`config.mk`:
```
export PLATFORM = sky130hd
export DESIGN_NAME = instr_prefetch_queue
export DESIGN_NICKNAME = d
export VERILOG_FILES = /design/src/rtl/instr_prefetch_queue.sv
export SDC_FILE = /design/constraint.sdc
export NUM_CORES = 1
export LEC_CHECK = 0
export BUFFER_PORTS_ARGS = -buffer_cell sky130_fd_sc_hd__buf_4
export CAP_MARGIN = 15
export CORE_ASPECT_RATIO = 1.1
export CORE_MARGIN = 1
export CORE_UTILIZATION = 65
export DETAILED_ROUTE_END_ITERATION = 7
export PLACE_DENSITY = 0.86
export RECOVER_POWER = 25
export SYNTH_ARGS = -nofsm -noshare
export SYNTH_HDL_FRONTEND = slang
export SYNTH_SLANG_ARGS = --single-unit
```
`constraint.sdc`:
```
create_clock -name clk -period 7.4 [get_ports clk]
set_input_delay 0.37 -clock clk [delete_from_list [all_inputs] [get_ports clk]]
set_output_delay 0.37 -clock clk [all_outputs]
set_load 0.05 [all_outputs]
```
`src/rtl/instr_prefetch_queue.sv`:
```
// Instruction prefetch queue: fetches words over a req/ack handshake into a
// small FIFO and presents the head word to the decompressor.
module instr_prefetch_queue #(
  parameter int unsigned      WIDTH    = 32,
  parameter int unsigned      DEPTH    = 4,
  parameter logic [WIDTH-1:0] PCADD    = WIDTH'(4),
  parameter logic [WIDTH-1:0] RESET_PC = '0
) (
  input  logic             clk,
  input  logic             reset,
  output logic             memReq,
  output logic [WIDTH-1:0] memAddr,
  input  logic             memAck,
  input  logic [WIDTH-1:0] memData,
  output logic [WIDTH-1:0] NextInstr,
  output logic [WIDTH-1:0] headPC,
  output logic             instrValid,
  input  logic             consume,
  input  logic             redirect,
  input  logic [WIDTH-1:0] redirectPC
);

  localparam int unsigned     AW   = $clog2(DEPTH);
  localparam int unsigned     CW   = AW + 1;
  localparam logic [CW-1:0]   FULL = CW'(DEPTH);

  typedef enum logic [1:0] {
    IDLE,
    REQ,
    DROP
  } state_t;

  state_t state, state_nxt;

  logic [WIDTH-1:0] fetch_addr, fetch_nxt;
  logic [WIDTH-1:0] addr_nxt, addr_inc;
  logic [WIDTH-1:0] data_q [DEPTH];
  logic [WIDTH-1:0] pc_q   [DEPTH];
  logic [AW-1:0]    rptr, wptr, rptr_nxt, wptr_nxt;
  logic [CW-1:0]    count, count_nxt;
  logic [WIDTH-1:0] head_data_nxt, head_pc_nxt;
  logic             push, pop;

  assign memReq     = (state != IDLE);
  assign instrValid = (count != '0);
  assign addr_inc   = memAddr + PCADD;

  // Redirect wins over both push and pop.
  always_comb begin
    push      = (state == REQ) && memAck && !redirect;
    pop       = consume && (count != '0) && !redirect;
    count_nxt = count + CW'(push) - CW'(pop);
    rptr_nxt  = rptr + AW'(pop);
    wptr_nxt  = wptr + AW'(push);
    if (redirect) begin
      count_nxt = '0;
      rptr_nxt  = '0;
      wptr_nxt  = '0;
    end
  end

  always_comb begin
    state_nxt = state;
    fetch_nxt = fetch_addr;
    addr_nxt  = memAddr;
    unique case (state)
      IDLE: begin
        if (redirect) begin
          fetch_nxt = redirectPC;
        end else if (count < FULL) begin
          addr_nxt  = fetch_addr;
          state_nxt = REQ;
        end
      end
      REQ: begin
        if (redirect) begin
          fetch_nxt = redirectPC;
          state_nxt = memAck ? IDLE : DROP;
        end else if (memAck) begin
          fetch_nxt = addr_inc;
          if (count_nxt < FULL) addr_nxt = addr_inc;
          else state_nxt = IDLE;
        end
      end
      DROP: begin
        if (redirect) fetch_nxt = redirectPC;
        if (memAck) state_nxt = IDLE;
      end
      default: state_nxt = IDLE;
    endcase
  end

  // Head view: bypass the incoming word when it lands at the new head slot.
  always_comb begin
    head_data_nxt = NextInstr;
    head_pc_nxt   = headPC;
    if (!redirect && count_nxt != '0) begin
      if (push && wptr == rptr_nxt) begin
        head_data_nxt = memData;
        head_pc_nxt   = memAddr;
      end else begin
        head_data_nxt = data_q[rptr_nxt];
        head_pc_nxt   = pc_q[rptr_nxt];
      end
    end
  end

  always_ff @(posedge clk or negedge reset) begin
    if (!reset) begin
      state      <= IDLE;
      fetch_addr <= RESET_PC;
      memAddr    <= '0;
      rptr       <= '0;
      wptr       <= '0;
      count      <= '0;
      NextInstr  <= '0;
      headPC     <= '0;
      for (int i = 0; i < int'(DEPTH); i++) begin
        data_q[i] <= '0;
        pc_q[i]   <= '0;
      end
    end else begin
      state      <= state_nxt;
      fetch_addr <= fetch_nxt;
      memAddr    <= addr_nxt;
      rptr       <= rptr_nxt;
      wptr       <= wptr_nxt;
      count      <= count_nxt;
      NextInstr  <= head_data_nxt;
      headPC     <= head_pc_nxt;
      if (push) begin
        data_q[wptr] <= memData;
        pc_q[wptr]   <= memAddr;
      end
    end
  end

endmodule

```
==> impl_metrics.toml, run 1 <==
[timing]
fin_skew_ns = 0.01833
slew_violations = 131
fin_setup_tns_ns = 0
worst-slew-pin-transition_ns = 4.261
max_slew_margin_pct = -184.0
period_share_pct = 78.49
finalHoldViolations = 0
clock.fmax_mhz = 172.2
setup_viol = 0
rsz0062_at_grt = "no"
setup_slack_ns = 1.592
final.min_clock_period_ns = 5.808

[global_routing]
grt_start_max_net_pins = 173
antenna_found_initial = 0
grt-ovfl-total = 0
grt_pass1_wl_um = 80670
grtUsageMet3_pct = 6.198
grtUsageTotal_pct = 34.65
use_met1_pct = 46.40
grt_pass1_vias = 15160
top_usage_layer = "met2"
met2_usage_pct = 55.29

[critical_path]
cp_common_cell = "nand2_1"
worstPathArrival_ns = 6.21
worstSetupEndpointType = "flop"
slowest_stage = "and2b_1"
worstSetupStartpointType = "flop"
cp_max_fo = 67
max_stage_delay_ns = 0.74
path_cells = "and2b_1 > nand2_1 > inv_2 > or3_1 > nand2_1 > ha_1 > fa_1 > xor3_1 > nor2_1 > or3_4 > buf_4 > o21ai_0 > o32a_1"
crit_required_ns = 7.81
crit_type = "reg2reg"

[drt]
drt-initial-drc-count = 1760
viasPerCell = 6.715
post_drt_wl_per_cell_um = 23.04
routed_wirelength_um = 50640
drt_pass1_iterations = 8
vias = 14760
detail-route-antenna-nets = 0
drc = 0

[yosys]
synthTopCellsByCount = "dfrtp_1 (393), mux2_2 (254), nand2_1 (250)"
syn-num-nets = 1798
post-synth-top-count-cell = "dfrtp_1"
netlist-cell-type-count = 71
synth_seq_cells = 393
synth-edff-count = 0
syn_inst = 1725
yosys_most_used_dff = "dfrtp_1"
ys_seq_area_share_pct = 52.06
ys_warn_count = 0
synth_area_leaders = "dfrtp_1 (52%), mux2_2 (15%), nand2_1 (5.0%), mux2i_1 (3.8%), o32a_1 (3.4%)"
synth_top_cell_by_area = "dfrtp_1"
syn_area_per_cell_um2 = 10.95
synth_area_mm2 = 0.01889
yosysTopAreaCellShare_pct = 52.06
synthArstFlopShare_pct = 100.0

[finish]
fillers = 1874
drive_gt1_share_pct = 23.99
area_growth_pct = 12.37
antenna_cells = 0
fin_nets = 1871

[clocking]
cts_root_buf = "clkbuf_16"
cts_resized = 0
cts_max_path_buffers = 3
clkTransAtPathRegs_ns = 0.06
cts_tree = "yes"
clkLatencyLatePin_ns = 0.54
clock-sinks = 393
cts_buffers = 40
h-tree-depth = 2

[floorplanning]
core_area_mm2 = 0.02863
die_w_um = 164.5
fp-row-count = 65
die-area_mm2 = 0.02975
pin_count = 167
die_y_um = 180.8
start_util_pct = 65.98

[pwr]
power_density_mw_per_mm2 = 462.8
peakVddDrop_v = 0.0003726
leakage_nw = 9.457

[place]
port_buffers = 166
place_ws_ns = 1.730
dp_hpwl_um = 28730
gp_congestion = 0.8544

[run_status]
violations = "capacitance limit, slew limit"
outcome = "finished, violations left"

[run]
drv_cap = 2

[hold_path]
hold_path.class = "in2reg"
## state kept, by name, indices dropped and copies added (netlist names)
register,flops
fetch_addr,32
pc_q,128
rptr,2
count,3
data_q,128
state,2
memAddr,32
NextInstr,32
headPC,32
wptr,2
## kinds of logic after synthesis
| group | share of synthesized area (%) |
|---|---|
| flops | 52.06 |
| mux | 18.90 |
| buf+inv | 4.034 |
| fa+ha+maj | 0.3047 |
| xor+xnor | 1.093 |
| compound gates | 12.88 |
| simple gates | 10.72 |
## power by group
part	total, W	switching (W)	internal [W]
Combinational	0.00411	0.00272	0.00139
Clock	0.00215	0.000847	0.00131
Sequential	0.00356	0.000691	0.00287
Total	0.00982	0.00426	0.00557
## path summary, 6_finish.rpt
check | slack, ns | endpoint | from | depth (start not counted)
max | 1.59 | headPC[14] | state[0] | 13
min | 0.10 | data_q[93] | memData[29] | 2
max reg2reg | 1.59 | headPC[14] | state[0] | 13
min reg2reg | 0.48 | fetch_addr[8] | fetch_addr[8] | 1
max in group asynchronous | 2.81 | NextInstr[13] | reset | 3
min in group asynchronous | 1.88 | data_q[120] | reset | 2
## what timing repair did
item,CTS,global route
buffers inserted,0,0
hold endpoints to repair,75,0
hold buffers,2,0
## final cells by class
type	count	area (µm²)	area share, %
inverters	12	45.04	0.2122
repair buffers	190	1084	5.105
well taps	368	460.4	2.169
clock inverters	15	211.5	0.9962
flip-flops and latches	393	9834	46.33
clock buffers	59	1204	5.670
multi-input cells	1161	8388	39.52
## cell usage in the layout, fill, tap and decap left out, types with 7 or more instances in the layout
master and n:
a211oi_1 9, a21o_1 9, a21oi_1 86, a2bb2oi_1 8, a32oi_1 13, buf_4 88, clkbuf_1 105, clkbuf_16 41
clkbuf_8 11, clkinv_2 7, dfrtp_1 393, inv_1 10, mux2_2 252, mux2i_1 70, nand2_1 250, nand3_1 14
nand4_1 14, nor2_1 32, nor2b_1 9, nor3_1 83, nor4_1 8, o21ai_0 114, o22ai_1 8, o31ai_1 7
o32a_1 64, xnor2_1 13
## metal layers
layer	wire [µm]	part of all wire (%)
met1	19460	38
met2	24580	49
met3	4917	9.7
met4	1678	3.3
met5	0	0
## stage by stage
| step | hold WS (ns) | instances | power (W) | instance area [µm²] | utilization, % |
|---|---|---|---|---|---|
| detailed placement | 0.3852 | 2121 | 0.007817 | 20150 | 70.39 |
| floorplan | 0.07441 | 1725 | 0.006516 | 18890 | - |
| finish | 0.1021 | 2198 | 0.009823 | 21230 | 74.15 |
| CTS | 0.09048 | 2197 | 0.01001 | 21590 | 75.41 |
| global placement | 0.3776 | 2121 | 0.007624 | 20150 | 70.39 |
| global route | 0.1014 | 2198 | 0.01027 | 21230 | 74.15 |
## worst max-delay path, delay by kind of cell (launching register included)
family	cells	cell delay, ns
XOR/XNOR	1	0.19
adder cells (fa/ha/maj)	2	0.60
AO/OA/AOI/OAI	2	0.52
flip-flops	1	0.54
AND/OR/NAND/NOR	6	2.66
buffers and inverters	2	1.12
(Power assumes the default switching activity.)
==> inputs of run 2 (changes only) <==
--- a/config.mk
+++ b/config.mk
@@ -5,13 +5,14 @@
 export SDC_FILE = /design/constraint.sdc
 export NUM_CORES = 1
 export LEC_CHECK = 0
+export ABC_AREA = 1
 export BUFFER_PORTS_ARGS = -buffer_cell sky130_fd_sc_hd__buf_4
 export CAP_MARGIN = 15
 export CORE_ASPECT_RATIO = 1.1
 export CORE_MARGIN = 1
-export CORE_UTILIZATION = 65
+export CORE_UTILIZATION = 60
 export DETAILED_ROUTE_END_ITERATION = 7
-export PLACE_DENSITY = 0.86
+export PLACE_DENSITY = 0.8
 export RECOVER_POWER = 25
 export SYNTH_ARGS = -nofsm -noshare
 export SYNTH_HDL_FRONTEND = slang
==> constraint.sdc (replaced) <==
create_clock -name clk -period 5.9 [get_ports clk]
set_input_delay 0.295 -clock clk [delete_from_list [all_inputs] [get_ports clk]]
set_output_delay 0.295 -clock clk [all_outputs]
set_load 0.05 [all_outputs]
==> run 2 against run 1 <==
  * Clock power grew 23%
  * Sequential power is 15% higher
  * Critical path type unchanged
  * Via count up 21%
  * Highest routed layer unchanged
  * Fmax grew 49%
  * Largest power group unchanged
  * Routed wire length increased by 8.3%
  * The flow now finishes without violations
==> impl_metrics.toml, run 2 <==
[yosys]
yosysTopAreaCellShare_pct = 50.36
ys_seq_area_share_pct = 50.36
post-synth-top-count-cell = "nand2_1"
ys_warn_count = 0
synth_seq_cells = 393
syn-num-nets = 2589
synth_top_cell_by_area = "dfrtp_1"
synthArstFlopShare_pct = 100.0
synth_area_leaders = "dfrtp_1 (50%), nand2_1 (19%), o21ai_0 (7.9%), nand3_1 (4.3%), inv_1 (3.2%)"
syn_area_per_cell_um2 = 7.762
synthTopCellsByCount = "nand2_1 (966), dfrtp_1 (393), o21ai_0 (310)"
synth-edff-count = 0
netlist-cell-type-count = 35
synth_area_mm2 = 0.01953
syn_inst = 2516
yosys_most_used_dff = "dfrtp_1"

[timing]
fin_setup_tns_ns = 0
rsz0062_at_grt = "no"
max_slew_margin_pct = 29.73
fin_skew_ns = 0.01116
period_share_pct = 66.10
setup_viol = 0
slew_violations = 0
final.min_clock_period_ns = 3.900
hold_slack_ns = 0.02380
clock.fmax_mhz = 256.4
worst-slew-pin-transition_ns = 1.053
finalHoldViolations = 0

[clocking]
cts_resized = 0
cts_root_buf = "clkbuf_16"
clkLatencyLatePin_ns = 0.54
cts_tree = "yes"
clock-sinks = 393
cts_buffers = 42
cts_setup_buffers = 0
h-tree-depth = 2
clkTransAtPathRegs_ns = 0.07
cts_max_path_buffers = 3

[global_routing]
antenna_found_initial = 0
grt_pass1_vias = 17640
grt_pass1_wl_um = 89710
grt-ovfl-total = 0
grt_start_max_net_pins = 162
grtUsageTotal_pct = 33.54

[finish]
drive_gt1_share_pct = 6.927
final_cells = 3033
reg.largest.list = "data_q x128, pc_q x128"
fin_nets = 2657
layout_commonest_cell = "nand2_1"
area_growth_pct = 10.84
mostFrequentLayoutCells = "nand2_1 (965), dfrtp_1 (393), o21ai_0 (310)"
antenna_cells = 0
fin_area_mm2 = 0.02165

[drt]
post_drt_wl_per_cell_um = 18.09
drt-initial-drc-count = 1743
detail-route-antenna-nets = 0
drt_pass1_iterations = 6
viasPerCell = 5.899
drc = 0
vias = 17890
routed_wirelength_um = 54860

[floorplanning]
die-area_mm2 = 0.03327
pin_count = 167
fp-row-count = 68
start_util_pct = 61.54
core_area_mm2 = 0.03174
die_y_um = 191.2
die_w_um = 174.0

[place]
dp.cells = 2958
dp_hpwl_um = 31180
post_dp_cell_area_mm2 = 0.02062
gp_congestion = 0.9349
port_buffers = 166

[run_status]
outcome = "finished, final reports clean"

[critical_path]
crit_required_ns = 6.36
crit_type = "reg2reg"
slowest_stage = "inv_2"
worstSetupEndpointType = "flop"
worstSetupStartpointType = "flop"
path_cells = "inv_1 > nor2_4 > buf_4 > nand3_2 > inv_2 > nand2_1 > nand2_1 > ha_1 > fa_1 > inv_1 > nor2_1 > nor2_1 > nand2_2 > inv_2 > buf_4 > nand2_1 > nand2_1"
max_stage_delay_ns = 0.62
worstPathArrival_ns = 4.36
cp_max_fo = 40
cp_common_cell = "nand2_1"

[hold_path]
hold_path.class = "in2reg"

[pwr]
power_density_mw_per_mm2 = 552.3
peakVddDrop_v = 0.0005591
leakage_nw = 10.62

[run]
drv_cap = 0
[run 2: changes by cell type after synthesis, moves of 23 or more]
cell      before  now
a21oi_1       87   32
buf_6          7   31
clkbuf_1      90   67
inv_1         11  164
mux2_2       254    0
mux2i_1       71    0
nand2_1      250  966
nand3_1       14  169
nand3b_1       3   64
nand4_1       14   70
nor2_1        33   83
nor3_1        83   14
o21ai_0      114  310
o32a_1        64    0
[run 2: area by class of cell]
cell class	count	area (µm²)
fillers	2661	10090
flip-flops and latches	393	9834
multi-input cells	1780	8137
clock buffers	64	1277
repair buffers	193	1119
inverters	174	653.1
well taps	420	525.5
clock inverters	9	100.1
[run 2: stage by stage]
| step | worst slack [ns] | util (%) | power [W] |
|---|---|---|---|
| floorplan | 3.300 | - | 0.007906 |
| global placement | 2.044 | 64.96 | 0.009336 |
| detailed placement | 2.032 | 64.96 | 0.009481 |
| CTS | 2.026 | 69.37 | 0.01217 |
| global route | 1.683 | 68.21 | 0.01271 |
| finish | 2.000 | 68.21 | 0.01196 |
[run 2: worst max-delay path, delay by kind of cell (launching register included)]
family,cells,cell delay (ns)
fa+ha+maj,2,0.56
buf+inv,6,1.91
flops,1,0.39
simple gates,9,0.94
[run 2: layer usage]
layer,routed length (µm),up-vias,GRT usage [%]
li1,-,8241,-
met1,22200,8580,44.19
met2,26300,935,56.28
met3,4746,135,4.833
met4,1608,0,13.09
met5,0,-,0
[run 2: kinds of logic after synthesis]
| group | share of synthesized area (%) |
|---|---|
| buffers and inverters | 8.316 |
| DFF | 50.36 |
| AOI/OAI and AO/OA | 9.982 |
| xor gates and xnor gates | 0.6728 |
| adders and majority gates | 0.2947 |
| and+or+nand+nor | 30.38 |
[run 2: power by group]
part	switching [W]	internal (W)	leakage, nW
Sequential	0.000573	0.00351	5.15
Clock	0.00108	0.00158	0.673
Combinational	0.00390	0.00133	4.79
[run 2: what timing repair did]
| item | 4_1_cts | 5_1_grt |
|---|---|---|
| setup endpoints to repair | 0 | 0 |
| hold buffers | 2 | 0 |
| hold endpoints to repair | 88 | 0 |
[run 2: final timing paths]
kind,start,to,slack [ns],cells after the start
setup / recovery,state[0],headPC[24],2.00,17
hold / removal,redirectPC[18],fetch_addr[18],0.02,3
setup reg to reg,state[0],headPC[24],2.00,17
hold reg to reg,headPC[31],headPC[31],0.48,2
max in group asynchronous,reset,memAddr[8],4.23,3
min in group asynchronous,reset,data_q[121],0.34,2
